===== src/rtl/wait_arbiter_if.sv =====
// Client/downstream signal bundle for wait_arbiter.
// slave is the arbiter side; master is the client and timer side.
interface wait_arbiter_if #(
  parameter int unsigned CW = 32
);
  logic [3:0]    req;
  logic [CW-1:0] cycles0;
  logic [CW-1:0] cycles1;
  logic [CW-1:0] cycles2;
  logic [CW-1:0] cycles3;
  logic [3:0]    ack;
  logic          wreq;
  logic [CW-1:0] wcycles;
  logic          wack;
  logic          busy;
  logic [1:0]    grant;
  logic          err;

  modport slave (
    input  req, cycles0, cycles1, cycles2, cycles3, wack,
    output ack, wreq, wcycles, busy, grant, err
  );

  modport master (
    output req, cycles0, cycles1, cycles2, cycles3, wack,
    input  ack, wreq, wcycles, busy, grant, err
  );
endinterface


===== src/rtl/wait_arbiter.sv =====
// Four-client round-robin arbiter in front of a single downstream wait timer.
// One request is in flight at a time; wack pulses outside WAIT latch a sticky error.
module wait_arbiter #(
  parameter int unsigned CW = 32
) (
  input  logic          clk,
  input  logic          rst,
  wait_arbiter_if.slave bus
);

  typedef enum logic [1:0] {StIdle, StWait, StDone} state_e;

  state_e        r_state;
  logic [3:0]    r_ack;
  logic          r_wreq;
  logic [CW-1:0] r_wcycles;
  logic [1:0]    r_grant;
  logic [1:0]    r_last_grant;
  logic          r_err;

  state_e        w_state_nxt;
  logic [3:0]    w_ack_nxt;
  logic          w_wreq_nxt;
  logic [CW-1:0] w_wcycles_nxt;
  logic [1:0]    w_grant_nxt;
  logic [1:0]    w_last_grant_nxt;
  logic          w_err_nxt;

  logic          w_pick_valid;
  logic [1:0]    w_pick;
  logic [1:0]    w_idx;
  logic [CW-1:0] w_sel_cycles;

  // Search starts one past the last grant; the offset 4 wraps back to last_grant itself.
  always_comb begin
    w_pick_valid = 1'b0;
    w_pick       = r_last_grant;
    w_idx        = '0;
    for (int unsigned k = 1; k < 5; k++) begin
      w_idx = r_last_grant + 2'(k);
      if (!w_pick_valid && bus.req[w_idx]) begin
        w_pick_valid = 1'b1;
        w_pick       = w_idx;
      end
    end
  end

  always_comb begin
    w_sel_cycles = bus.cycles0;
    unique case (w_pick)
      2'd0: w_sel_cycles = bus.cycles0;
      2'd1: w_sel_cycles = bus.cycles1;
      2'd2: w_sel_cycles = bus.cycles2;
      2'd3: w_sel_cycles = bus.cycles3;
      default: w_sel_cycles = bus.cycles0;
    endcase
  end

  always_comb begin
    w_state_nxt      = r_state;
    w_ack_nxt        = r_ack;
    w_wreq_nxt       = r_wreq;
    w_wcycles_nxt    = r_wcycles;
    w_grant_nxt      = r_grant;
    w_last_grant_nxt = r_last_grant;
    w_err_nxt        = r_err;
    unique case (r_state)
      StIdle: begin
        if (bus.wack) w_err_nxt = 1'b1;
        if (w_pick_valid) begin
          w_state_nxt      = StWait;
          w_wreq_nxt       = 1'b1;
          w_wcycles_nxt    = w_sel_cycles;
          w_grant_nxt      = w_pick;
          w_last_grant_nxt = w_pick;
        end
      end
      StWait: begin
        w_wreq_nxt = 1'b0;
        if (bus.wack) begin
          w_ack_nxt   = 4'b0001 << r_grant;
          w_state_nxt = StDone;
        end
      end
      StDone: begin
        w_ack_nxt   = 4'b0000;
        w_state_nxt = StIdle;
        if (bus.wack) w_err_nxt = 1'b1;
      end
      default: w_state_nxt = StIdle;
    endcase
  end

  // last_grant resets to 3 so client 0 wins the first arbitration.
  always_ff @(posedge clk) begin
    if (rst) begin
      r_state      <= StIdle;
      r_ack        <= 4'b0000;
      r_wreq       <= 1'b0;
      r_wcycles    <= '0;
      r_grant      <= 2'd0;
      r_last_grant <= 2'd3;
      r_err        <= 1'b0;
    end else begin
      r_state      <= w_state_nxt;
      r_ack        <= w_ack_nxt;
      r_wreq       <= w_wreq_nxt;
      r_wcycles    <= w_wcycles_nxt;
      r_grant      <= w_grant_nxt;
      r_last_grant <= w_last_grant_nxt;
      r_err        <= w_err_nxt;
    end
  end

  assign bus.ack     = r_ack;
  assign bus.wreq    = r_wreq;
  assign bus.wcycles = r_wcycles;
  assign bus.grant   = r_grant;
  assign bus.err     = r_err;
  assign bus.busy    = (r_state != StIdle);

endmodule


===== src/flat_wrapper.sv =====
// flat-port wrapper written by rule: the top's interface ports become plain ports
module wait_arbiter_flat 
#(
  parameter int unsigned CW = 32
)
  (clk, rst, bus_req, bus_cycles0, bus_cycles1, bus_cycles2, bus_cycles3, bus_wack, bus_ack, bus_wreq, bus_wcycles, bus_busy, bus_grant, bus_err);
  wait_arbiter_if #(.CW(CW)) bus_i ();
  input  logic clk;
  input  logic rst;
  input wire logic [$bits(bus_i.req)-1:0] bus_req;
  input wire logic [$bits(bus_i.cycles0)-1:0] bus_cycles0;
  input wire logic [$bits(bus_i.cycles1)-1:0] bus_cycles1;
  input wire logic [$bits(bus_i.cycles2)-1:0] bus_cycles2;
  input wire logic [$bits(bus_i.cycles3)-1:0] bus_cycles3;
  input wire logic [$bits(bus_i.wack)-1:0] bus_wack;
  output wire logic [$bits(bus_i.ack)-1:0] bus_ack;
  output wire logic [$bits(bus_i.wreq)-1:0] bus_wreq;
  output wire logic [$bits(bus_i.wcycles)-1:0] bus_wcycles;
  output wire logic [$bits(bus_i.busy)-1:0] bus_busy;
  output wire logic [$bits(bus_i.grant)-1:0] bus_grant;
  output wire logic [$bits(bus_i.err)-1:0] bus_err;
  assign bus_i.req = bus_req;
  assign bus_i.cycles0 = bus_cycles0;
  assign bus_i.cycles1 = bus_cycles1;
  assign bus_i.cycles2 = bus_cycles2;
  assign bus_i.cycles3 = bus_cycles3;
  assign bus_i.wack = bus_wack;
  assign bus_ack = bus_i.ack;
  assign bus_wreq = bus_i.wreq;
  assign bus_wcycles = bus_i.wcycles;
  assign bus_busy = bus_i.busy;
  assign bus_grant = bus_i.grant;
  assign bus_err = bus_i.err;
  wait_arbiter #(.CW(CW)) u_core (.clk(clk), .rst(rst), .bus(bus_i));
endmodule

===== config.mk =====
export PLATFORM = sky130hd
export DESIGN_NAME = wait_arbiter_flat
export DESIGN_NICKNAME = d
export VERILOG_FILES = /design/src/rtl/wait_arbiter_if.sv /design/src/rtl/wait_arbiter.sv /design/src/flat_wrapper.sv
export SDC_FILE = /design/constraint.sdc
export NUM_CORES = 1
export LEC_CHECK = 0
export CORE_ASPECT_RATIO = 1.4
export CORE_MARGIN = 3
export CORE_UTILIZATION = 30
export CTS_BUF_LIST = sky130_fd_sc_hd__clkbuf_4
export DETAILED_ROUTE_END_ITERATION = 6
export GPL_ROUTABILITY_DRIVEN = 0
export PLACE_DENSITY = 0.68
export SLEW_MARGIN = 0
export SYNTH_ARGS = -nofsm -noshare
export SYNTH_HDL_FRONTEND = slang
export SYNTH_SLANG_ARGS = --single-unit

===== constraint.sdc =====
create_clock -name clk -period 4.58 [get_ports clk]
set_clock_uncertainty 0.15 [all_clocks]
set_input_delay 0.687 -clock clk [delete_from_list [all_inputs] [get_ports clk]]
set_output_delay 0.687 -clock clk [all_outputs]
set_load 0.05 [all_outputs]

==> impl_metrics.csv <==
group,metric,value,unit
power_and_ir_drop,seqPwrFrac,32.7,%
min_path,worstHoldStart,"u_core.bus.wcycles[25]",
floorplanning,initial_utilization,30.8,%
power_and_ir_drop,pwr-share-clk,17.7,%
final_layout,fin_cells,562,
synth,synth-seq-cells,44,
critical_path,crit_start,"bus_req[3]",
timing,fin_crit,2.93,ns
drt,via_per_inst,5.29,
synth,synth-compound-area-share,35.2,%
global_routing,grt_max_degree,32,
synth,synthesis.area,2790,um^2
clock_tree,ctsResizeCount,0,
power_and_ir_drop,power,0.00144,W
critical_path,path_max_fanout,29,
timing,tightest_slew,0.969,ns
min_path,hp-class,"flip-flop to flip-flop",
final_layout,final_area,4630,um^2
power_and_ir_drop,vdd_drop_max,0.160,mV
global_routing,grt_pass1_vias,3095,
clock_tree,cts_setup_buffers,0,
global_routing,grt_pass1_wl,15000,um
final_layout,diodes,0,
critical_path,critPathCaptureType,"flip-flop",
global_routing,antenna_found_initial,0,
drt,final_antenna_net_count,0,
drt,wl_per_cell,17.4,um
timing,rsz0062_at_grt,"false",
clock_tree,cts_tree,"yes",
floorplanning,core,9030,um^2
power_and_ir_drop,combPwrFrac,49.5,%
synth,ys.flop_type,"dfxtp_1",
synth,async_flop_share,0,%
synth,yosys.area_share.adder,0,%
synth,muxShareOfSynthArea,2.16,%
final_layout,nNetsFinal,589,
floorplanning,die-area,10500,um^2
critical_path,r2r_start,"u_core.r_last_grant[1]",
drt,drtIter0Drc,89,
timing,finalMaxSlewViolations,0,
timing,relSlewSlack,35.4,%
status,status,"finished clean",
synth,synth_cell_types,43,
clock_tree,clockBufferDepth,2,
clock_tree,htreeDepth,2,
synth,yosys.area_share.simple,19.9,%
timing,final.setup.tns,0,ns
synth,yosysTopAreaCellShare,31.6,%
power_and_ir_drop,switching_share,40.3,%
place,port_buffers,175,
place,dp_hpwl,7350,um
clock_tree,root_buffer,"clkbuf_4",
synth,synth_top_family_by_area,"compound AO/OA/AOI/OAI gates",
clock_tree,holdBufCountCts,0,
timing,finalCritPeriodShare,64.1,%
drt,wirelength,9780,um
synth,synth_edf_count,0,
synth,syn_area_per_cell,9.54,um^2
drt,vias,2972,
floorplanning,num_rows,41,
floorplanning,die_x,87.4,um
critical_path,reg2reg_depth,6,
final_layout,layout_commonest_cell,"clkdlybuf4s50_1",
drt,drc,0,
clock_tree,cts.sinks,44,
critical_path,cp_data_arrival_time,3.06,ns
critical_path,regToRegEndpoint,"u_core.bus.wcycles[23]",
final_layout,final_cell_mix,"175 x clkdlybuf4s50_1, 60 x nor3_1, 44 x dfxtp_1, 31 x inv_1, 29 x o32ai_2",
floorplanning,die_h,120,um
synth,yosysSeqAreaShare,31.6,%
timing,finalSetupViolCount,0,
power_and_ir_drop,power.density,312,nW/um^2
synth,synth_fp_nets,427,
synth,synthCells,292,
timing,hold_slack,0.326,ns
synth,synth_area_leaders,"dfxtp_1 32%, o32ai_2 17%, nor3_1 11%",
global_routing,grt-ovfl-total,0,
place,dp_cells,554,
timing,finalHoldViolations,0,
global_routing,grt_use_total,17.9,%
power_and_ir_drop,intPower,0.000862,W
drt,drt_pass1_iterations,4,
clock_tree,cts_made_buffers,5,
final_layout,fillers,861,
timing,fmax,341,MHz
synth,yosys_warnings,0,
power_and_ir_drop,p_leak,1.59,nW
clock_tree,clock_latency,0.35,ns
critical_path,worst_ep_required_time,4.70,ns
job,max_cap_viol_count,0,
synth,synth_top_area_cell,"dfxtp_1",
critical_path,crit_type,"input pin to flip-flop",
place,dpl_cell_area,4550,um^2
final_layout,area_delta_synth_final,66.4,%
floorplanning,io_pins,176,
clock_tree,cts.clk_slew.worst_paths,0.14,ns
critical_path,r2r_slack,1.98,ns
final_layout,drive_gt1_share,14.5,%
critical_path,critPathLaunchType,"input pin",
min_path,hold_path_depth,2,
power_and_ir_drop,power.switching,0.000583,W
min_path,worst_hold_path.endpoint,"u_core.bus.wcycles[25]",
synth,synth_xor_area_share,0,%
[worst max-delay path by stage]
stage / endpoint / slack, ns
floorplan: u_core.bus.wcycles[0] / 2.46
global placement: u_core.bus.wcycles[19] / 1.30
detailed placement: u_core.bus.wcycles[28] / 1.22
CTS: u_core.bus.wcycles[28] / 1.60
global route: u_core.bus.wcycles[28] / 1.41
finish: u_core.bus.wcycles[11] / 1.65
[power by group through the flow]
stage,registers (W),logic (W),clock network [W]
final,0.000473,0.000715,0.000256
after detailed placement,0.000480,0.000720,0
after floorplan,0.000637,0.000296,0
after global placement,0.000479,0.000712,0
after CTS,0.000472,0.000722,0.000269
after global routing,0.000479,0.000759,0.000280
[state kept, by name (all words and copies together) (netlist names)]
signal	count
u_core.bus.wcycles	32
u_core.bus.ack	4
u_core.bus.grant	2
u_core.r_last_grant	2
u_core.r_state	2
u_core.bus.err	1
u_core.bus.wreq	1
[synth_stat cells (all sizes together) (2+ instances only)]
master   n
nand2b   5
buf     21
nor2    13
nand2    4
or2      2
mux2i    6
nand3    5
nor2b    2
inv     31
o32ai   29
a21oi    9
nor3    61
dfxtp   44
clkbuf   7
o21ai    3
o221ai  32
nand3b   3
[area by class of cell]
| cell class | instances | area (um^2) | area share (%) |
|---|---|---|---|
| inverters | 31 | 116 | 2.51 |
| multi-input cells | 189 | 1610 | 34.8 |
| repair buffers | 183 | 1810 | 39.1 |
| clock buffers | 6 | 45.0 | 0.972 |
| well taps | 107 | 134 | 2.89 |
| flip-flops and latches | 44 | 881 | 19.0 |
| clock inverters | 2 | 35.0 | 0.756 |
[critical path, cell delays in order]
cell and delay (ns):
clkdlybuf4s50_1 0.54, nor4_2 0.48, or2_1 0.42, nand2b_2 0.62, o32ai_2 0.29
[stage by stage]
step           util (%)  worst slack (ns)
6_report           51.3              1.65
5_1_grt            51.3              1.41
4_1_cts            51.3              1.60
3_5_place_dp       50.4              1.22
3_3_place_gp       50.4              1.30
2_1_floorplan         -              2.46
[kinds of logic after synthesis]
group,Yosys count
AOI/OAI and AO/OA,82
muxes,6
and+or+nand+nor,101
DFF,44
buffers and inverters,59
[metal layers]
layer	vias to the layer above	part of all wire (%)	global-route usage, %
met5	-	0	0
met4	0	3.2	6.72
met3	19	6.7	3.37
met2	122	51	32.0
met1	1382	39	20.6
li1	1449	-	-
(Power assumes the default switching activity.)
